**src/rtl/sram_ctrl_pkg.sv**
```systemverilog
// Shared types and constants for the SRAM controller.
package sram_ctrl_pkg;

    localparam int SRAM_AW       = 18;
    localparam int SRAM_DW       = 16;
    localparam int WA_W          = 17;
    localparam int DEF_BASE_ADDR = 1024;

    typedef enum logic [1:0] {
        IDLE = 2'd0,
        LO   = 2'd1,
        HI   = 2'd2,
        DONE = 2'd3
    } state_e;

    // Byte address to 32-bit word offset inside the SRAM window (modulo, no range check).
    function automatic logic [WA_W-1:0] word_addr(input logic [31:0] byte_addr,
                                                  input logic [31:0] base);
        logic [31:0] diff;
        diff = byte_addr - base;
        return diff[18:2];
    endfunction

endpackage

```
**src/rtl/sram_wait_cnt.sv**
```systemverilog
// Wait-state counter: clears on load, counts on enable, flags the final wait cycle.
module sram_wait_cnt #(
    parameter int WAIT_CYCLES = 2
) (
    input  logic clk,
    input  logic rst,
    input  logic load,
    input  logic en,
    output logic last
);

    logic [3:0] cnt_q;
    logic [3:0] cnt_d;

    // Next count
    always_comb begin
        cnt_d = cnt_q;
        if (load) begin
            cnt_d = 4'd0;
        end else if (en) begin
            cnt_d = cnt_q + 4'd1;
        end else begin
            cnt_d = cnt_q;
        end
    end

    // Count register
    always_ff @(posedge clk or posedge rst) begin
        if (rst) begin
            cnt_q <= 4'd0;
        end else begin
            cnt_q <= cnt_d;
        end
    end

    assign last = (cnt_q == 4'(WAIT_CYCLES - 1));

endmodule

```
**src/rtl/sram_ctrl.sv**
```systemverilog
// Splits 32-bit MEM-stage accesses into two 16-bit async-SRAM accesses with wait states.
// Optional posted-write buffer enabled by defining SRAM_CTRL_WR_BUF_EN.
module sram_ctrl
    import sram_ctrl_pkg::*;
#(
    parameter int WAIT_CYCLES = 2,
    parameter int BASE_ADDR   = DEF_BASE_ADDR
) (
    input  logic                 clk,
    input  logic                 rst,
    input  logic                 MEM_R_EN,
    input  logic                 MEM_W_EN,
    input  logic [31:0]          ALU_Res,
    input  logic [31:0]          Val_Rm,
    output logic                 ready,
    output logic [31:0]          rdata,
    output logic [SRAM_AW-1:0]   SRAM_ADDR,
    output logic                 SRAM_WE_N,
    output logic [SRAM_DW-1:0]   SRAM_DQ_OUT,
    output logic                 SRAM_DQ_OE,
    input  logic [SRAM_DW-1:0]   SRAM_DQ_IN
);

    state_e              state_q, state_d;
    logic [WA_W-1:0]     wa_q, wa_d;
    logic [31:0]         data_q, data_d;
    logic                wr_q, wr_d;
    logic [31:0]         rdata_q, rdata_d;
    logic [SRAM_AW-1:0]  sram_addr_q, sram_addr_d;
    logic                we_n_q, we_n_d;
    logic [SRAM_DW-1:0]  dq_out_q, dq_out_d;
    logic                oe_q, oe_d;
    logic                cnt_load, cnt_en, cnt_last;
    logic                req, wr_req;
`ifdef SRAM_CTRL_WR_BUF_EN
    logic                posted_q, posted_d;
`endif

    assign req    = MEM_R_EN | MEM_W_EN;
    assign wr_req = MEM_W_EN & ~MEM_R_EN;

    sram_wait_cnt #(.WAIT_CYCLES(WAIT_CYCLES)) u_wait_cnt (
        .clk  (clk),
        .rst  (rst),
        .load (cnt_load),
        .en   (cnt_en),
        .last (cnt_last)
    );

    // Next-state, request latching, read capture and ready
    always_comb begin
        state_d  = state_q;
        wa_d     = wa_q;
        data_d   = data_q;
        wr_d     = wr_q;
        rdata_d  = rdata_q;
        cnt_load = 1'b0;
        cnt_en   = 1'b0;
        ready    = 1'b0;
`ifdef SRAM_CTRL_WR_BUF_EN
        posted_d = posted_q;
`endif
        case (state_q)
            IDLE: begin
                cnt_load = 1'b1;
                if (req) begin
                    state_d = LO;
                    wa_d    = word_addr(ALU_Res, 32'(BASE_ADDR));
                    data_d  = Val_Rm;
                    wr_d    = wr_req;
`ifdef SRAM_CTRL_WR_BUF_EN
                    posted_d = wr_req;
                    ready    = wr_req;
`else
                    ready    = 1'b0;
`endif
                end else begin
                    ready = 1'b1;
                end
            end
            LO: begin
                if (cnt_last) begin
                    cnt_load = 1'b1;
                    state_d  = HI;
                    if (!wr_q) begin
                        rdata_d[15:0] = SRAM_DQ_IN;
                    end else begin
                        rdata_d = rdata_q;
                    end
                end else begin
                    cnt_en = 1'b1;
                end
            end
            HI: begin
                if (cnt_last) begin
                    cnt_load = 1'b1;
                    if (!wr_q) begin
                        rdata_d[31:16] = SRAM_DQ_IN;
                    end else begin
                        rdata_d = rdata_q;
                    end
`ifdef SRAM_CTRL_WR_BUF_EN
                    // A posted store already released the pipeline, so skip DONE.
                    state_d  = posted_q ? IDLE : DONE;
                    posted_d = 1'b0;
`else
                    state_d  = DONE;
`endif
                end else begin
                    cnt_en = 1'b1;
                end
            end
            DONE: begin
                ready   = 1'b1;
                state_d = IDLE;
            end
            default: begin
                state_d = IDLE;
            end
        endcase
    end

    // SRAM pin values for the upcoming state, so pins are plain flops
    always_comb begin
        sram_addr_d = sram_addr_q;
        we_n_d      = 1'b1;
        oe_d        = 1'b0;
        dq_out_d    = dq_out_q;
        case (state_d)
            LO, HI: begin
                sram_addr_d = {wa_d, (state_d == HI)};
                if (wr_d) begin
                    we_n_d   = 1'b0;
                    oe_d     = 1'b1;
                    dq_out_d = (state_d == HI) ? data_d[31:16] : data_d[15:0];
                end else begin
                    we_n_d = 1'b1;
                end
            end
            default: begin
                we_n_d = 1'b1;
            end
        endcase
    end

    // State, latched request and output registers
    always_ff @(posedge clk or posedge rst) begin
        if (rst) begin
            state_q     <= IDLE;
            wa_q        <= '0;
            data_q      <= 32'd0;
            wr_q        <= 1'b0;
            rdata_q     <= 32'd0;
            sram_addr_q <= '0;
            we_n_q      <= 1'b1;
            dq_out_q    <= '0;
            oe_q        <= 1'b0;
`ifdef SRAM_CTRL_WR_BUF_EN
            posted_q    <= 1'b0;
`endif
        end else begin
            state_q     <= state_d;
            wa_q        <= wa_d;
            data_q      <= data_d;
            wr_q        <= wr_d;
            rdata_q     <= rdata_d;
            sram_addr_q <= sram_addr_d;
            we_n_q      <= we_n_d;
            dq_out_q    <= dq_out_d;
            oe_q        <= oe_d;
`ifdef SRAM_CTRL_WR_BUF_EN
            posted_q    <= posted_d;
`endif
        end
    end

    assign rdata       = rdata_q;
    assign SRAM_ADDR   = sram_addr_q;
    assign SRAM_WE_N   = we_n_q;
    assign SRAM_DQ_OUT = dq_out_q;
    assign SRAM_DQ_OE  = oe_q;

endmodule

```
**config.mk**
```make
export PLATFORM = sky130hd
export DESIGN_NAME = sram_ctrl
export DESIGN_NICKNAME = d
export VERILOG_FILES = /design/src/rtl/sram_ctrl_pkg.sv /design/src/rtl/sram_wait_cnt.sv /design/src/rtl/sram_ctrl.sv
export SDC_FILE = /design/constraint.sdc
export NUM_CORES = 1
export LEC_CHECK = 0
export ABC_AREA = 1
export CORE_MARGIN = 2
export CORE_UTILIZATION = 45
export DETAILED_ROUTE_END_ITERATION = 8
export GPL_TIMING_DRIVEN = 1
export PLACE_DENSITY = 0.79
export SETUP_SLACK_MARGIN = 0.15
export SYNTH_ARGS = -nofsm -noshare
export SYNTH_HDL_FRONTEND = slang
export SYNTH_SLANG_ARGS = --single-unit
```
**constraint.sdc**
```tcl
create_clock -name clk -period 11.25 [get_ports clk]
set_input_delay 1.125 -clock clk [delete_from_list [all_inputs] [get_ports clk]]
set_output_delay 1.125 -clock clk [all_outputs]
set_load 0.02 [all_outputs]
```
Word level (Yosys, flattened, before mapping)
Cells that the tools add are included.
{"block": "classes", "n_addsub": 2, "n_eq_ne": 6, "mux": 27, "bitwise_logic": 6, "reduce_logical": 7}
{"cell": "$mux W32", "count": 3}
{"cell": "$pmux W32 S2", "count": 1}
{"cell": "$mux W16", "count": 3}
{"cell": "$mux W17", "count": 2}
{"cell": "$sub A19 B11 Y19 const B", "count": 1}
{"cell": "$mux W1", "count": 10}
{"cell": "$mux W4", "count": 2}
{"cell": "$pmux W2 S4", "count": 1}
{"cell": "$reduce_and A4 Y1", "count": 2}
{"cell": "$eq A2 B2 Y1 const B", "count": 3}
{"cell": "$mux W2", "count": 3}
{"cell": "$add A4 B1 Y4 const B", "count": 1}
{"cell": "$eq A2 B1 Y1 const B", "count": 2}
{"cell": "$eq A4 B1 Y1 const B", "count": 1}
{"cell": "$not A1 Y1", "count": 4}
{"cell": "$pmux W1 S2", "count": 2}
{"cell": "$reduce_or A2 Y1", "count": 2}
{"cell": "$logic_not A2 Y1", "count": 1}
{"cell": "$reduce_and A2 Y1", "count": 1}
{"cell": "$reduce_bool A2 Y1", "count": 1}
{"cell": "$and A1 B1 Y1", "count": 1}
{"cell": "$or A1 B1 Y1", "count": 1}
{"block": "totals", "ff_bits": 124, "in_bits": 84, "out_inout_bits": 69, "elab_cells": 59}

Longest topological paths before layout
Gate-level depths: netlist of run 1.
{"block": "depth", "ltp_word": 6, "ltp_mapped": 13}

By module
Synthesis of run 1 repeated with hierarchy kept, for this count alone.
{"block": "hier_totals", "cells_unflattened": 606, "area_unflattened_um2": 5315.1}
{"mod": "sram_ctrl", "instances": 1, "cells_each": 580, "area_per_inst_um2": 5099.9}
{"mod": "sram_wait_cnt", "instances": 1, "cells_each": 26, "area_per_inst_um2": 215.2}

Worst setup path after synthesis of run 1
OpenSTA, ideal clock, no wires.
{"block": "synth_timing", "path_type": "input port to output port", "start": "input port MEM_W_EN", "end": "output port ready", "arrival_ps": 1671, "t_required_ps": 10125, "slack_ps": 8454, "stages": 3, "n_path_buf": 0, "cell_sequence": "nor2_4 > nand2_1 > a21oi_1"}
{"block": "synth_via", "elab_chain_len": 3}
{"item": "start: declaration", "line": "sram_ctrl.sv:12", "rtl": "input logic MEM_W_EN,"}
{"item": "$or A1 B1 Y1", "line": "sram_ctrl.sv:39", "rtl": "assign req = MEM_R_EN | MEM_W_EN;"}
{"item": "$mux W1", "line": "sram_ctrl.sv:66", "rtl": "if (req) begin"}
{"item": "$pmux W1 S2", "line": "sram_ctrl.sv:63", "rtl": "case (state_q)"}
{"item": "end: declaration", "line": "sram_ctrl.sv:15", "rtl": "output logic ready,"}
Every way passes these cells.

Final worst setup path of run 1
Ends and elaborated chain as after synthesis.

==> run metrics, run 1 <==
status=completed; Vias/cell=around 5.0; XOR/XNOR Fraction of Synth Area=0.004792; Avg Synthesized Cell Area=approximately 8.8 sq um; Post-Synthesis Cell Area=about 5500 sq um; Critical Path RT=between 10 and 15 ns; Synth Area in Adders=0.02738; Worst-Margin Slew=approximately 1.1 ns; Post-Route WL=12890 um; Leak=around 3.6 nW; All-Layer GR Usage=0.2071; cell chain of the critical path=clkdlybuf4s50_1, nor2_4, nand2_1, a21oi_1, clkdlybuf4s50_1; worst hold path class=register to register; max-capacitance violation count=0; diode count=0; global-route wire length before repair=21400 um; post_cts resized=0; std cell rows=40; vias after detailed routing=between 4000 and 5000; sequential-to-total area share from yosys stat=0.5662; largest family of logic cells by synthesized area=simple AND/OR/NAND/NOR gates; port buffer count=roughly 140; top cell type's share of synthesized area=0.5614; CP max stage cell=clkdlybuf4s50_1; dominant synthesized flop cell=dfrtp_1; Die ar.=between 10000 and 15000 sq um; area share of and/or/nand/nor cells after synthesis=0.2467; DRT iter0 DRCs=roughly 320; Clock Skews=between 0.01 and 0.015 ns; maximum buffer depth of the clock tree=2; Post-DP HPWL=between 8000 and 9000 um; RSZ-0062 raised after global routing=false; Power per Cell Area=341.6 nW/um^2; Synth area leaders=dfrtp_1 56%, nand2_1 14%, nand3_1 5.8%, inv_1 4.2%, o21ai_0 3.5%; maximum fanout along the worst path=4; H-tree level count=4; fin. max-slew vios=0; total gr overflow=0; CTS tree=done; average wire per standard cell=14.06 um; Setup crit start kind=primary input; initial antenna violation count=0; Clk pin slew, worst setup/hold paths=around 0.060 ns; Total Neg Setup Slack=0 ns; drt drc=0; YS warnings=0; Fmax=0.2612 GHz; largest stage delay on the critical path=between 0.6 and 0.7 ns; placed insts=between 800 and 900; Synthesized Nets=722; Final Non-Filler Cells=about 920; Synth Instances=roughly 630; Critical Path End Type=output pin; Buffers & Inverters on Critical Path=2; CP dominant cell by count=clkdlybuf4s50_1; most common cell in the netlist=nand2_1; Ports=approximately 150; Chip Width=roughly 110 um; critical path class=primary input to output pin; TritonCTS sink count=124; Yosys top cell by area=dfrtp_1; Antenna Nets Post-Route=0; CTS Root Cell=clkbuf_16; pin count of the biggest net entering global routing=85; gpl congestion=just under 0.9; Final #Nets=between 800 and 900; Post-CTS Hold Buffers=0; Max VDD drop=between 0.00015 and 0.0002 V; Top delay family on crit path=buffers and inverters; Post-CTS Repair Setup Buffers=0; number of synthesized flops with an enable pin=0; first-pass iteration count of the detailed router=5; core area=approximately 12000 sq um; Fillers=approximately 990; post-route minimum period=between 3 and 4 ns; Final Hold Viols=0; ratio of cells with drive above 1 in the final layout=0.07013; Cell variety after synth=30; fraction of the cycle the final worst path needs=0.3403; Setup violations, final=0; Synth Area in Compound Gates=0.07805; CTS buffer count=17; Syn-to-layout area delta=36.06%; Critical Path AT=about 2.7 ns; FF+latch count, synth=around 120; post-synthesis mux area share=0; Commonest cells post-synth=201 x nand2_1, 123 x dfrtp_1, 63 x nand3_1; vias in the first global route=between 4000 and 5000; Max-slew headroom=0.2909; chip height=about 110 um; share of synthesized flip-flops with an asynchronous set or reset=1.000; starting density of the core=0.4584; clk_lat worst skew=0.41 ns
==> per-layer routing <==
metal | wire length, um | share of wire | track usage
met4 | 157 | 0.012 | 0.07317
met5 | 0 | 0 | 0
met1 | 5599 | 0.43 | 0.2646
met3 | 764 | 0.059 | 0.05188
met2 | 6368 | 0.49 | 0.3436
==> metrics by stage <==
stage               setup WS [ns]  instance area, sq um  total power [mW]  hold slack, ns  utilization
global placement            7.375                  6885             1.986          0.4483       0.5756
finish                      7.422                  7460             2.548          0.4648       0.6236
floorplan                   6.827                  5483             1.625          0.4365            -
detailed placement          7.368                  6885             2.034          0.4535       0.5756
CTS                         7.357                  7460             2.574          0.4674       0.6236
global route                7.322                  7460             2.758          0.4781       0.6236
==> layout make-up <==
cell class	count	area, sq um	area share
Tap cell	147	183.9	0.02466
Inverter	65	246.5	0.03304
Clock inverter	15	148.9	0.01996
Timing Repair Buffer	140	1394	0.1869
Sequential cell	124	3104	0.4161
Multi-Input combinational cell	409	1957	0.2623
Clock buffer	17	425.4	0.05703
==> final timing paths <==
check                           start              end  slack [ns]  cells after the start
hold reg to reg            data_q[23]       data_q[23]        0.46                      2
setup / recovery             MEM_W_EN            ready        7.42                      5
min in group asynchronous         rst        rdata[23]        1.09                      2
max in group asynchronous         rst       state_q[0]        8.69                      3
hold / removal             data_q[23]       data_q[23]        0.46                      2
setup reg to reg           state_q[0]  SRAM_DQ_OUT[13]        8.06                     10
==> sequential cells by signal, summed over array words and instances, names as in the netlist <==
name	flops
data_q	32
rdata	32
SRAM_ADDR	18
wa_q	17
SRAM_DQ_OUT	16
u_wait_cnt.cnt_q	4
state_q	2
SRAM_DQ_OE	1
SRAM_WE_N	1
wr_q	1
==> worst register-to-register path: stages, from the launching register on <==
cell and delay, ns:
dfrtp_1 0.43, inv_1 0.18, ha_1 0.66, nor2_1 0.11
a22oi_1 0.27, inv_1 0.07, ha_1 0.55, nor2_8 0.39
inv_2 0.24, nand2_1 0.12, o21ai_1 0.07
==> where the power goes <==
part / total (mW) / internal [mW] / switching (mW)
Sequential: 0.774 / 0.674 / 0.100
Combinational: 1.25 / 0.476 / 0.776
Clock: 0.522 / 0.325 / 0.198
==> cells in the final DEF, fill, tap and decap left out, types with 2 or more instances in the layout <==
cell type / n
a21oi_1: 2
a22oi_1: 2
a31oi_1: 10
and2_1: 2
buf_4: 3
bufinv_16: 2
clkbuf_16: 17
clkdlybuf4s50_1: 137
clkinv_2: 6
clkinv_4: 4
clkinvlp_4: 2
dfrtp_1: 123
ha_1: 12
inv_1: 60
inv_2: 4
nand2_1: 201
nand3_1: 63
nor2_1: 39
nor2_4: 2
nor3b_4: 2
o21ai_0: 38
o21ai_1: 21
or2_2: 5
xor2_1: 3
==> cell families (layout without fill, tap and decap cells) <==
logic type / Yosys count / after routing
flip-flops: 124 / 124
XOR/XNOR: 3 / 3
buffers and inverters: 93 / 237
AO/OA/AOI/OAI: 77 / 77
AND/OR/NAND/NOR: 317 / 317
adder cells (fa/ha/maj): 12 / 12
(Power assumes the default switching activity.)
==> run 2, diff against run 1 <==
--- a/config.mk
+++ b/config.mk
@@ -7,7 +7,7 @@
 export LEC_CHECK = 0
 export ABC_AREA = 1
 export CORE_MARGIN = 2
-export CORE_UTILIZATION = 45
+export CORE_UTILIZATION = 43
 export DETAILED_ROUTE_END_ITERATION = 8
 export GPL_TIMING_DRIVEN = 1
 export PLACE_DENSITY = 0.79
==> constraint.sdc (replaced) <==
create_clock -name clk -period 3.1 [get_ports clk]
set_input_delay 0.31 -clock clk [delete_from_list [all_inputs] [get_ports clk]]
set_output_delay 0.31 -clock clk [all_outputs]
set_load 0.02 [all_outputs]
==> run metrics, run 2 (synthesis results as in run 1) <==
Final Non-Filler Cells=around 950; Ports=approximately 150; Clk pin slew, worst setup/hold paths=0.05 ns; most frequent cells in the layout=201 x nand2_1, 137 x clkdlybuf4s50_1, 123 x dfrtp_1, 63 x nand3_1, 60 x inv_1; reg-to-reg critical path endpoint=SRAM_ADDR[1]; clk_lat worst skew=about 0.41 ns; max-capacitance violation count=0; maximum fanout along the worst path=25; Max VDD drop=approximately 0.00072 V; Post-CTS Repair Setup Buffers=0; CTS tree=done; Post-DP HPWL=approximately 8000 um; hold_ws=~0.44 ns; r2r setup slk=~0.55 ns; RR Startpoint=state_q[1]; Post-CTS Hold Buffers=0; Critical Path AT=roughly 2.9 ns; ratio of cells with drive above 1 in the final layout=0.06718; post-route minimum period=roughly 2.5 ns; worst hold path class=primary input to asynchronous set/reset pin; total gr overflow=0; status=completed; DRT iter0 DRCs=roughly 260; Final #Nets=between 800 and 900; Critical Path RT=about 3.4 ns; most common cell after layout, fill and taps aside=nand2_1; chip height=between 100 and 150 um; R2R cell count=11; Total Neg Setup Slack=0 ns; Post-Route WL=about 12000 um; pin count of the biggest net entering global routing=approximately 130; core area=between 10000 and 15000 sq um; Critical Path End Type=register; Post-Place Cell Area=about 7000 sq um; Syn-to-layout area delta=36.65%; std cell rows=41; Vias/cell=just under 5; average wire per standard cell=around 13 um; Clock Skews=around 0.0066 ns; Power per Cell Area=about 1200 nW/um^2; CTS buffer count=17; fraction of the cycle the final worst path needs=0.8216; critical path class=register to register; first-pass iteration count of the detailed router=5; RSZ-0062 raised after global routing=false; Die ar.=13670 sq um; Fmax=about 0.39 GHz; initial antenna violation count=0; port buffer count=around 140; drt drc=0; Final Power=around 9.2 mW; final instance area=between 7000 and 8000 sq um; starting density of the core=0.4380; H-tree level count=4; Max-slew headroom=0.4723; Fillers=approximately 1100; All-Layer GR Usage=0.1932; Setup WS post-layout=between 0.5 and 0.6 ns; vias after detailed routing=4546; Final Hold Viols=0; Setup violations, final=0; pre-CTS setup slack=~0.47 ns; gpl congestion=around 0.85; TritonCTS sink count=between 100 and 150; Worst-Margin Slew=between 0.7 and 0.8 ns; global-route wire length before repair=20420 um; post-layout util=0.5986; maximum buffer depth of the clock tree=2; vias in the first global route=roughly 4400; fin. max-slew vios=0; CTS Root Cell=clkbuf_16; Chip Width=116.9 um; Antenna Nets Post-Route=0; placed insts=about 900; Setup crit start kind=register; post_cts resized=0; diode count=0; Leak=3.549 nW
## run 2: changes by cell type in the layout (fill, tap and decap cells not counted)
cell / delta
inv_4: -1
bufinv_16: -1
buf_12: +1
clkinvlp_4: +1
clkbuf_8: +1
clkinv_4: -4
clkbuf_1: +6
inv_6: -1
clkinv_2: -1
buf_4: +3
## run 2: worst max-delay path, stage by stage (launching register included)
cell	delay, ns
dfrtp_1	0.45
inv_1	0.13
ha_1	0.25
nand2_1	0.07
o21ai_0	0.07
a22oi_1	0.21
inv_1	0.08
ha_1	0.39
buf_4	0.23
inv_2	0.33
nor2_1	0.07
a31oi_1	0.16
## run 2: area by class of cell
| class | instances | area, sq um | share of cell area |
|---|---|---|---|
| clock inverter | 8 | 70.07 | 0.009352 |
| multi-input combinational | 409 | 1957 | 0.2612 |
| inverter | 65 | 247.7 | 0.03307 |
| clock buffer | 24 | 461.7 | 0.06162 |
| tap | 172 | 215.2 | 0.02872 |
| timing repair buffer | 144 | 1436 | 0.1917 |
| sequential | 124 | 3104 | 0.4143 |
## run 2: worst max-delay path by stage
stage	from	endpoint	slack, ns	cells after the start
CTS	state_q[1]	SRAM_ADDR[1]	0.52	11
finish	state_q[1]	SRAM_ADDR[1]	0.55	11
global route	state_q[0]	SRAM_ADDR[7]	0.28	11
floorplan	state_q[0]	SRAM_ADDR[3]	0.90	11
detailed placement	MEM_W_EN	SRAM_ADDR[1]	0.47	11
global placement	MEM_W_EN	SRAM_ADDR[4]	0.53	11
## run 2: metal layers
metal | wire length (um) | vias up | track usage
met5 | 0 | - | 0
met4 | 232 | 0 | 0.08471
met3 | 636 | 13 | 0.04634
met2 | 6035 | 131 | 0.3179
met1 | 5530 | 2152 | 0.2443
li1 | - | 2250 | -
## run 2: power breakdown
part | switching [mW] | internal, mW
sequential | 0.347 | 2.45
combinational | 2.80 | 1.77
clock | 0.679 | 1.11
